===== src/rtl/mem_copy_pkg.sv =====
// ---------------------------------------------------------------------------
// mem_copy_pkg
// Shared definitions for the word-granular memory copy engine:
//   copyState_t     - FSM state encoding (IDLE, READ, WRITE, DONE)
//   WORD_BYTES      - byte stride between consecutive words
//   DEFAULT_ADDR_W  - default byte-address width (32 words of 4 bytes)
//   DEFAULT_DATA_W  - default memory word width
// ---------------------------------------------------------------------------
package mem_copy_pkg;

    localparam int WORD_BYTES     = 4;
    localparam int DEFAULT_ADDR_W = 7;
    localparam int DEFAULT_DATA_W = 32;

    typedef enum logic [1:0] {
        IDLE  = 2'd0,
        READ  = 2'd1,
        WRITE = 2'd2,
        DONE  = 2'd3
    } copyState_t;

endpackage


===== src/rtl/mem_copy_engine.sv =====
// ---------------------------------------------------------------------------
// mem_copy_engine
// Copies `length` 32-bit words from src_addr to dst_addr in a single-port
// memory, strictly forward, alternating one READ and one WRITE cycle per word.
//
// Ports:
//   clock, reset        - rising-edge clock, asynchronous active-high reset
//   start               - one-cycle copy request, honoured only in IDLE
//   src_addr, dst_addr  - word-aligned byte start addresses
//   length              - number of words to copy (0..32)
//   busy                - high in READ and WRITE
//   done                - one-cycle completion pulse
//   err                 - sticky misalignment flag, cleared by the next start
//   WriteEnable         - memory write strobe
//   address             - memory byte address (zero when not copying)
//   WriteData           - memory write data (zero when not writing)
//   MemData             - combinational read data for `address`
//   checksum            - (MEM_COPY_CHECKSUM_EN only) wrap-around sum of the
//                         words written by the last copy
//
// Configuration macro: MEM_COPY_CHECKSUM_EN
// ---------------------------------------------------------------------------
module mem_copy_engine
    import mem_copy_pkg::*;
#(
    parameter int ADDR_W = DEFAULT_ADDR_W,
    parameter int DATA_W = DEFAULT_DATA_W
) (
    input  logic              clock,
    input  logic              reset,
    input  logic              start,
    input  logic [ADDR_W-1:0] src_addr,
    input  logic [ADDR_W-1:0] dst_addr,
    input  logic [5:0]        length,
    output logic              busy,
    output logic              done,
    output logic              err,
    output logic              WriteEnable,
    output logic [ADDR_W-1:0] address,
    output logic [DATA_W-1:0] WriteData,
    input  logic [DATA_W-1:0] MemData
`ifdef MEM_COPY_CHECKSUM_EN
    ,
    output logic [DATA_W-1:0] checksum
`endif
);

    localparam logic [ADDR_W-1:0] ptrStep = ADDR_W'(WORD_BYTES);

    copyState_t        state;
    copyState_t        nextState;
    logic [ADDR_W-1:0] srcPtr;
    logic [ADDR_W-1:0] dstPtr;
    logic [5:0]        count;
    logic [DATA_W-1:0] dataBuf;
    logic              misaligned;

    assign misaligned = (src_addr[1:0] != 2'b00) || (dst_addr[1:0] != 2'b00);

    // State register.
    // NOTE: sequential state uses non-blocking assignments so every register
    // in the design samples pre-edge values, independent of block ordering.
    always_ff @(posedge clock or posedge reset) begin
        if (reset) begin
            state <= IDLE;
        end else begin
            state <= nextState;
        end
    end

    // Next-state and Moore outputs; the memory bus is driven only while busy.
    always_comb begin
        // NOTE: every output gets a default before the case so no path
        // leaves one unassigned, which would otherwise infer a latch.
        nextState   = state;
        busy        = 1'b0;
        done        = 1'b0;
        WriteEnable = 1'b0;
        address     = '0;
        WriteData   = '0;

        case (state)
            IDLE: begin
                if (start) begin
                    // Misaligned or empty requests finish without touching memory.
                    if (misaligned || (length == 6'd0)) begin
                        nextState = DONE;
                    end else begin
                        nextState = READ;
                    end
                end
            end
            READ: begin
                busy      = 1'b1;
                address   = srcPtr;
                nextState = WRITE;
            end
            WRITE: begin
                busy        = 1'b1;
                WriteEnable = 1'b1;
                address     = dstPtr;
                WriteData   = dataBuf;
                // count still holds the pre-decrement value here.
                nextState   = (count == 6'd1) ? DONE : READ;
            end
            DONE: begin
                done      = 1'b1;
                nextState = IDLE;
            end
            default: begin
                nextState = IDLE;
            end
        endcase
    end

    // Datapath: pointers wrap naturally at ADDR_W bits.
    always_ff @(posedge clock or posedge reset) begin
        if (reset) begin
            srcPtr   <= '0;
            dstPtr   <= '0;
            count    <= '0;
            dataBuf  <= '0;
            err      <= 1'b0;
`ifdef MEM_COPY_CHECKSUM_EN
            checksum <= '0;
`endif
        end else begin
            case (state)
                IDLE: begin
                    if (start) begin
                        srcPtr   <= src_addr;
                        dstPtr   <= dst_addr;
                        count    <= length;
                        err      <= misaligned;
`ifdef MEM_COPY_CHECKSUM_EN
                        checksum <= '0;
`endif
                    end
                end
                READ: begin
                    dataBuf <= MemData;
                end
                WRITE: begin
                    srcPtr   <= srcPtr + ptrStep;
                    dstPtr   <= dstPtr + ptrStep;
                    count    <= count - 6'd1;
`ifdef MEM_COPY_CHECKSUM_EN
                    checksum <= checksum + dataBuf;
`endif
                end
                default: begin
                end
            endcase
        end
    end

endmodule


===== config.mk =====
export PLATFORM = sky130hd
export DESIGN_NAME = mem_copy_engine
export DESIGN_NICKNAME = d
export VERILOG_FILES = /design/src/rtl/mem_copy_pkg.sv /design/src/rtl/mem_copy_engine.sv
export SDC_FILE = /design/constraint.sdc
export NUM_CORES = 1
export LEC_CHECK = 0
export CORE_MARGIN = 2
export CORE_UTILIZATION = 42
export DETAILED_ROUTE_END_ITERATION = 10
export GPL_TIMING_DRIVEN = 0
export PLACE_DENSITY = 0.77
export SLEW_MARGIN = 0
export SYNTH_ARGS = -nofsm -noshare
export SYNTH_HDL_FRONTEND = slang
export SYNTH_SLANG_ARGS = --single-unit
export TNS_END_PERCENT = 10

===== constraint.sdc =====
create_clock -name clock -period 1.6 [get_ports clock]
set_clock_uncertainty 0.2 [all_clocks]
set_input_delay 0.16 -clock clock [delete_from_list [all_inputs] [get_ports clock]]
set_output_delay 0.16 -clock clock [all_outputs]
set_load 0.1 [all_outputs]

[Word level (Yosys, flattened, before mapping)]
Index checks and enable logic that the tools add are counted.
Operators by class
  add/sub/neg operators: 3
  equal/unequal tests: 5
  muxes and demuxes: 15
  reductions and logical operators: 10
Operators with widths (count)
  7-bit one-hot mux with 2 select lines: 3
  32-bit two-way mux: 1
  7-bit by 3-bit adder with 7-bit output (second input constant): 2
  7-bit two-way mux: 2
  6-bit one-hot mux with 2 select lines: 1
  2-bit one-hot mux with 4 select lines: 1
  6-bit by 1-bit equality test with 1-bit output (second input constant): 1
  6-bit zero test: 1
  2-bit two-way mux: 3
  6-bit two-way mux: 1
  2-bit nonzero test: 3
  6-bit by 1-bit subtractor with 6-bit output (second input constant): 1
  2-bit equality test (second input constant): 2
  2-bit AND reduction: 2
  1-bit two-way mux: 3
  2-bit by 1-bit equality test with 1-bit output (second input constant): 1
  2-bit zero test: 1
  1-bit logical OR: 2
  2-bit inequality test (second input constant): 1
  2-bit OR reduction: 1
Word-level totals
  register bits: 55
  output and inout bits: 43

[Longest topological paths before layout]
Gate-level depths: netlist of the first run.
  depth in word-level cells: 6
  depth in mapped cells: 7
  depth with buffers taken out: 5

[Worst setup path before layout of the first run]
No wires, ideal clock.
  path type: flip-flop to output port
  from: register state[0]
  to: output port address[5]
  data arrival time: 3.934 ns
  slack: -2.694 ns
  stages on the path, launching flop included: 6
  buffers on the path: 1
  cell sequence: dfrtp_1 -> inv_1 -> ha_1 -> buf_2 -> nand2_1 -> a21boi_0
Between the ends
  cells in the longest elaborated chain, start to end: 2
  elaborated cells between the ends (all ways): 3
  classes of those cells: 2 x eq/ne; 1 x mux
RTL lines
  start, declared: line mem_copy_engine.sv:50  | copyState_t state;
  start signal, assigned: line mem_copy_engine.sv:67  | state <= nextState;
  2-bit equality test or 2-bit by 1-bit equality test with 1-bit output (tied branches): line mem_copy_engine.sv:82  | case (state)
  7-bit one-hot mux with 2 select lines *: line mem_copy_engine.sv:82
  end, declared: line mem_copy_engine.sv:39  | output logic [ADDR_W-1:0] address,
Mark *: on every way between the ends. The rest lies on a longest branch, timed or not.

[Final worst setup path of the first run]
  from: register state[0]
  to: output port WriteData[26]
Between the ends
  cells in the longest elaborated chain, start to end: 2
RTL lines
  2-bit equality test: line mem_copy_engine.sv:82
  32-bit two-way mux: line mem_copy_engine.sv:82
  end, declared: line mem_copy_engine.sv:40  | output logic [DATA_W-1:0] WriteData,
No other way between the ends.

==> results.ini, run 1 <==
[die]
die-area_sq_mm=0.00788
die_x_microns=88.8
io_pins=98
start_util_pct=44.0
fp-row-count=30
die_h_microns=88.8
core_area_sq_mm=0.00687

[cells_and_area]
layout-drive-gt1-share_pct=45.1
antennaDiodeCount=0
syn_to_final_growth_pct=69.9
layout.nets=465

[yosys]
ys_top_cells_by_count=dfrtp_1, mux2_2, and2_1
synth-edff-count=0
synth_nets=348
syn_inst=284
ys_warn_count=0
synth.most_common_cell=dfrtp_1
ys_types=43
synth_area_leaders=dfrtp_1, mux2_2, and2_1
synth_top_cell_area_share_pct=45.6
synth.avg_cell_area_sq_um=10.6
yosysTopAreaCell=dfrtp_1
ys_seq_area_share_pct=45.6
synth_flop_cell=dfrtp_1
ys_seq_elements=55
synth_area_sq_mm=0.00302
synthArstFlopShare_pct=100

[placed_design]
hpwlAfterDp_microns=5870
io_buffers=97
gp_congestion=0.874

[sta]
fin_hold_ws_ns=-0.00345
timing.final.ws_setup_ns=-0.545
drv_slew=0
min_period_over_period_pct=134
tightest_slew_ns=0.584
hold_viol_final=4
finalSetupTns_ns=-24.76
timing.slew.headroom_pct=60.7
fmax_mhz=466
rsz0062_at_grt=true
setup_violations=84
fin_crit_ns=2.14

[global_routing]
grt_max_degree=36
grt_pass1_wl_microns=14700
grt_overflow=0
grt_pass1_vias=2871
track_usage_pct=24.1
antenna_found_initial=0

[critical_path]
end_kind=output port
worstSetupPathType=reg -> out
crit_arrival_ns=1.78
required_ns=1.24
cp_max_fo=5
start_kind=flip-flop

[route]
viasPerCell=5.34
drc=0
ant_nets=0
vias=2653
first_pass_iters=4
drt_wl_total_microns=9230
drtIter0Drc=74
avgRoutedWirePerCell_microns=18.6

[flow_run]
cap_violations=0

[run_status]
status=complete, but fails checks
violations=negative hold slack, negative setup slack

[clock_network]
cts_tree=done
clk_latency_ns=0.30
numCtsBuffers=5
clock-sinks=55
cts_buffer_depth=2
cts_root_buf=clkbuf_8
cts-htree-levels=2
clkTransAtPathRegs_ns=0.10

[hold_path]
min_path_type=in -> async

worst max-delay path: stages, from the launching register on:
cell and delay [ns]:
dfrtp_1 0.45, inv_2 0.11, ha_4 0.18, buf_8 0.14
buf_12 0.13, clkbuf_16 0.14, and2_4 0.15, buf_12 0.17
worst paths after layout:
kind	startpoint	end	slack (ns)	depth (start not counted)
worst max-delay path	state[0]	WriteData[26]	-0.54	7
min in group clock	MemData[31]	dataBuf[31]	0.26	2
worst min-delay path	reset	dataBuf[7]	-0.003	2
max in group asynchronous	reset	count[1]	0.63	3
worst max register to register	state[0]	state[1]	-0.35	7
worst min register to register	dataBuf[11]	dataBuf[11]	0.32	1
per-stage QoR:
stage               utilization, %  area, sq um  cells  setup WS (ns)  hold slack [ns]
finish                        74.7         5130    497         -0.545         -0.00345
global route                  74.7         5130    497         -0.576           0.0570
CTS                           74.2         5100    495         -0.513          0.00835
detailed placement            63.3         4350    478          -1.45            0.290
global placement              63.0         4330    477          -1.43            0.282
floorplan                        -         3240    284         -0.526            0.108
layout by cell type (no fill, tap or decap), drive strengths merged, types with 7 or more instances in the layout:
master / instances
mux2: 34
mux2i: 7
ha: 9
clkbuf: 12
nand2: 14
a21oi: 11
dfrtp: 55
buf: 68
o21ai: 17
inv: 9
nand2b: 8
nor2b: 9
and2: 33
nand3: 11
clkdlybuf4s50: 54
layout make-up:
| cell class | instances | area, sq um |
|---|---|---|
| multi-input combinational | 201 | 1750 |
| fill | 439 | 1740 |
| timing repair buffer | 110 | 1510 |
| sequential | 55 | 1380 |
| buffer | 19 | 234 |
| tap | 96 | 120 |
| clock buffer | 6 | 72.6 |
| inverter | 9 | 33.8 |
| clock inverter | 1 | 30.0 |
routing by layer:
| metal | global-route usage (%) | wire length (microns) |
|---|---|---|
| met5 | 0 | 0 |
| met4 | 5.23 | 82 |
| met2 | 41.5 | 4710 |
| met3 | 6.81 | 703 |
| met1 | 30.2 | 3740 |
logic make-up (layout without fill, tap and decap cells):
group / count (synthesis) / in the layout / share of synthesized area (%)
buf+inv: 28 / 145 / 4.27
flops: 55 / 55 / 45.6
simple gates: 98 / 98 / 19.4
mux: 41 / 41 / 15.0
fa+ha+maj: 9 / 9 / 3.73
compound gates: 53 / 53 / 12.0
flip-flops by register name, indices dropped and copies added, names as in the netlist:
signal   count
dataBuf     32
dstPtr       7
srcPtr       7
count        6
state        2
err          1
what timing repair did:
item / 4_1_cts / 5_1_grt
resized for setup: 419 / 9
cloned: 3 / 0
setup endpoints to repair: 98 / 98
hold buffers: 0 / 0
buffers inserted: 7 / 2
pin swaps: 17 / 0
Power of run 1 is left out: the tool's default activity adds up to more than one toggle a clock period on the data nets, which glitch-free logic cannot reach.
==> run 2, diff against run 1 <==
CORE_MARGIN = unset   (was 2)
==> run 2 against run 1 <==
  * The run ends with negative setup slack left
  * Die area down 4.5%
  * Highest routed layer unchanged
  * Flip-flop and latch count unchanged
  * Non-clock buffer count up 2
  * Wire length up 12%
  * Utilization up 2.0 points
==> results.ini, run 2 (synthesized netlist as in run 1, its figures left out) <==
[run_status]
status=complete, but fails checks
violations=negative setup slack

[global_routing]
track_usage_pct=29.0  ; +4.9 points
antenna_found_initial=0  ; unchanged
grt_max_degree=29  ; -19%
grt_pass1_vias=2978  ; +3.7%
grt_overflow=0  ; unchanged
grt_pass1_wl_microns=16400  ; +12%

[cells_and_area]
final_cells=499  ; +0.40%
antennaDiodeCount=0  ; unchanged
top_register=dataBuf
mostFrequentLayoutCells=dfrtp_1, clkdlybuf4s50_1, buf_12, and2_4, mux2_4
final_area_sq_mm=0.00527  ; +2.6%
reg.largest.list=dataBuf (32), dstPtr (7), srcPtr (7)
layout-drive-gt1-share_pct=45.7  ; +0.52 points
layout.nets=467  ; +0.43%
largest_register_ff_count=32  ; unchanged
syn_to_final_growth_pct=74.4

[critical_path]
required_ns=1.24  ; about the same
startpoint=state[0]
end_kind=output port
worstSetupPathType=reg -> out
r2r_cells=7  ; unchanged
regToRegSetupSlack_ns=-0.27  ; +0.08 ns
r2r-end=state[1]
cp-endpoint=WriteData[30]
crit_arrival_ns=1.75  ; -0.03 ns
cp_max_fo=8  ; +3
start_kind=flip-flop
r2r-start=state[0]

[clock_network]
cts_tree=done
clock-sinks=55  ; unchanged
cts-hold-fix-buffers=0  ; unchanged
cts_buffer_depth=2  ; unchanged
cts-htree-levels=2  ; unchanged
numCtsBuffers=5  ; unchanged
clk_latency_ns=0.32  ; +0.02 ns
cts_root_buf=clkbuf_8
clkTransAtPathRegs_ns=0.11  ; about the same

[sta]
fin_crit_ns=2.11  ; -0.0345 ns
drv_slew=0  ; unchanged
setup_violations=96  ; +14%
finalSetupTns_ns=-23.15  ; +1.61 ns
timing.final.ws_setup_ns=-0.510  ; +0.0345 ns
fin_hold_ws_ns=0.0628  ; +0.0663 ns
fmax_mhz=474  ; +1.6%
tightest_slew_ns=0.659  ; +0.0748 ns
rsz0062_at_grt=true
min_period_over_period_pct=132  ; -2.2 points
timing.slew.headroom_pct=56.0  ; -4.7 points
hold_viol_final=0  ; -4

[die]
die_h_microns=86.8  ; -2.3%
die_x_microns=86.8  ; -2.3%
core_area_sq_mm=0.00687  ; unchanged
fp-row-count=30  ; unchanged
io_pins=98  ; unchanged
die-area_sq_mm=0.00753  ; -4.5%
start_util_pct=44.0  ; unchanged

[route]
first_pass_iters=4  ; unchanged
avgRoutedWirePerCell_microns=20.7  ; +11%
vias=2701  ; +1.8%
drc=0  ; unchanged
ant_nets=0  ; unchanged
drtIter0Drc=124  ; +68%
viasPerCell=5.41  ; +1.4%
drt_wl_total_microns=10300  ; +12%

[placed_design]
hpwlAfterDp_microns=5690  ; -3.0%
gp_congestion=0.823  ; -5.8%
placed_area_sq_mm=0.00435  ; unchanged
io_buffers=97  ; unchanged
placed_cells=478  ; unchanged

[flow_run]
cap_violations=0  ; unchanged

[hold_path]
min_path_type=in -> async

==> run 2: worst min-delay path by stage <==
stage / from / endpoint / slack (ns)
after floorplan: dst_addr[0] / dstPtr[0] / 0.11
after global placement: dataBuf[10] / dataBuf[10] / 0.28
after detailed placement: dataBuf[12] / dataBuf[12] / 0.29
after CTS: reset / dataBuf[17] / 0.06
after global routing: reset / dataBuf[27] / 0.13
final: reset / dataBuf[27] / 0.06
==> run 2: what timing repair did <==
action | CTS | global route
resized for setup | 444 | 16
hold endpoints to repair | 0 | 0
setup endpoints to repair | 98 | 98
pin swaps | 19 | 1
setup buffers | 10 | 2
cloned | 2 | 0
==> run 2: area by class of cell <==
type | count | area, sq um
multi-input cells | 201 | 1860
fillers | 414 | 1600
repair buffers | 112 | 1520
flip-flops and latches | 55 | 1380
plain buffers | 19 | 268
well taps | 96 | 120
clock buffers | 6 | 82.6
inverters | 9 | 33.8
clock inverters | 1 | 8.76
==> run 2: stage by stage <==
| step | setup slack (ns) | utilization, % |
|---|---|---|
| after floorplan | -0.526 | - |
| after global placement | -1.38 | 63.0 |
| after detailed placement | -1.40 | 63.3 |
| after CTS | -0.453 | 76.1 |
| after global routing | -0.557 | 76.6 |
| final | -0.510 | 76.6 |
==> run 2: worst max-delay path, stage by stage, from the launching register on <==
cell	delay, ns
dfrtp_1	0.42
inv_2	0.10
ha_4	0.18
buf_8	0.12
buf_12	0.14
clkbuf_16	0.14
and2_4	0.16
buf_12	0.17
==> run 2: metal layers <==
layer / vias to the layer above / global-route usage (%) / wire length [microns]
li1: 1232 / - / -
met1: 1347 / 34.9 / 4070
met2: 106 / 52.2 / 5410
met3: 16 / 7.05 / 668
met4: 0 / 6.52 / 174
met5: - / 0 / 0
Power of run 2 is left out for the same reason.
==> patch: new RTL, settings of run 2 <==
Build with the macro `MEM_COPY_CHECKSUM_EN` defined.
--- a/src/rtl/mem_copy_engine.sv
+++ b/src/rtl/mem_copy_engine.sv
@@ -21,4 +21,6 @@
 // Configuration macro: MEM_COPY_CHECKSUM_EN
 // ---------------------------------------------------------------------------
+`define MEM_COPY_CHECKSUM_EN
+
 module mem_copy_engine
     import mem_copy_pkg::*;
Function (old outputs only; new: checksum): kept (Yosys induction, for registers that start in step).
==> patch against run 2 <==
The flow finishes with violations (negative hold slack, negative setup slack). Synthesized cell count up 110%. Final area up 67%. Via count up 93%. Routed wire length up 60%. Setup slack worse by 0.61 ns. First-iteration DRC count rose to 2.7 times the old value. Sequential cell count up 32. Global-route usage down 5.3 points. Synthesized area up 85%.
Power is left out: the tool's default activity adds up to more than one toggle a clock period on the data nets, which glitch-free logic cannot reach.
==> patch: results (changes against run 2) <==
Synth
  • Synth cell count leaders: dfrtp_1 (87), nand2_1 (62), o21ai_0 (59) (was dfrtp_1 (55), mux2_2 (34), and2_1 (33))
  • Synth cell types: 65 (was 43)
  • Sequential element share of the synthesized area: 0.390 (was 0.456)
  • Synthesized net count: 691 (was 348)
  • Top post-synthesis cells by area: dfrtp_1 (39%), ha_1 (9.0%), mux2_2 (6.5%) (was dfrtp_1 (46%), mux2_2 (13%), and2_1 (6.8%))

GRT
  • Vias in the first global route: 5255 (was 2978)
  • First-pass GRT wire length: 26300 µm (was 16400 µm)
  • All-Layer GR Usage: 0.238 (was 0.290)
  • Met3 GRT Util: 0.0389 (was 0.0705)
  • Met2 Use GR: 0.405 (was 0.522)

CTS
  • Max H-tree Level: 3 (was 2)
  • Worst-path clk slew: 0.07 ns (was 0.11 ns)
  • CTS sink count: 87 (was 55)
  • Clk root buf: clkbuf_16 (was clkbuf_8)
  • Later-pin clock latency in the skew report: 0.36 ns (was 0.32 ns)

Finish
  • Multi-input logic portion of the cell area: 0.446 (was 0.352)
  • Final nets: 852 (was 467)
  • Largest regs: checksum: 32 flops, dataBuf: 32 flops (was dataBuf: 32 flops, dstPtr: 7 flops, srcPtr: 7 flops)
  • Register area: 2210 µm² (was 1380 µm²)
  • Non-clock inverters: 15 (was 9)
  • Share of cells above drive strength 1: 0.422 (was 0.457)
  • Buffering overhead: 0.239 (was 0.339)

Place
  • DP Worst Slack: -1.79 ns (was -1.40 ns)
  • GPL Wtd Cong: 0.923 (was 0.823)

Timing
  • Worst slew pin tran: 0.987 ns (was 0.659 ns)
  • Fin. Hold Viols: 31 (was 0)
  • Setup violators final: 121 (was 96)
  • Worst hold slack: -0.0290 ns (was 0.0628 ns)
  • PnR worst setup slack: -1.12 ns (was -0.510 ns)

Detailed routing
  • WL met3: 731 µm (was 668 µm)
  • M1 wire length: 7130 µm (was 4070 µm)
  • DRT Pass-1 Iters: 5 (was 4)
  • Vias per cell: 5.60 (was 5.41)

Setup path
  • CP Data Arrival Time: 2.76 ns (was 1.75 ns)
  • Slowest cell on the critical path: dfrtp_2 (was dfrtp_1)
  • Crit-path leading delay family: compound AO/OA/AOI/OAI gates (was buffers and inverters)

Status
  • Violated checks: negative hold slack, negative setup slack (was negative setup slack)
  • Status: complete, but fails checks (unchanged)
==> patch: worst paths after layout <==
path,from,endpoint,slack [ns],cells past startpoint
worst max register to register,checksum[2],checksum[29],-1.12,9
worst max-delay path,checksum[2],checksum[29],-1.12,9
worst min-delay path,reset,dataBuf[4],-0.03,2
min in group clock,MemData[17],dataBuf[17],0.20,2
max in group asynchronous,reset,checksum[20],0.58,3
worst min register to register,dstPtr[1],dstPtr[1],0.31,2
==> patch: logic make-up (layout without fill, tap and decap cells) <==
group	after synthesis	count (layout)	synth area share
and+or+nand+nor	185	185	0.174
buffers and inverters	43	209	0.0311
AOI/OAI and AO/OA	171	171	0.188
adders and majority gates	41	41	0.0932
xor gates and xnor gates	26	26	0.0408
DFF	87	87	0.390
muxes	42	42	0.0824
==> patch: what timing repair did <==
action / 4_1_cts / 5_1_grt
resized for setup: 643 / 71
endpoints found under the hold margin: 31 / 0
buffers inserted: 8 / 15
endpoints found under the setup margin: 162 / 127
pin swaps: 29 / 36
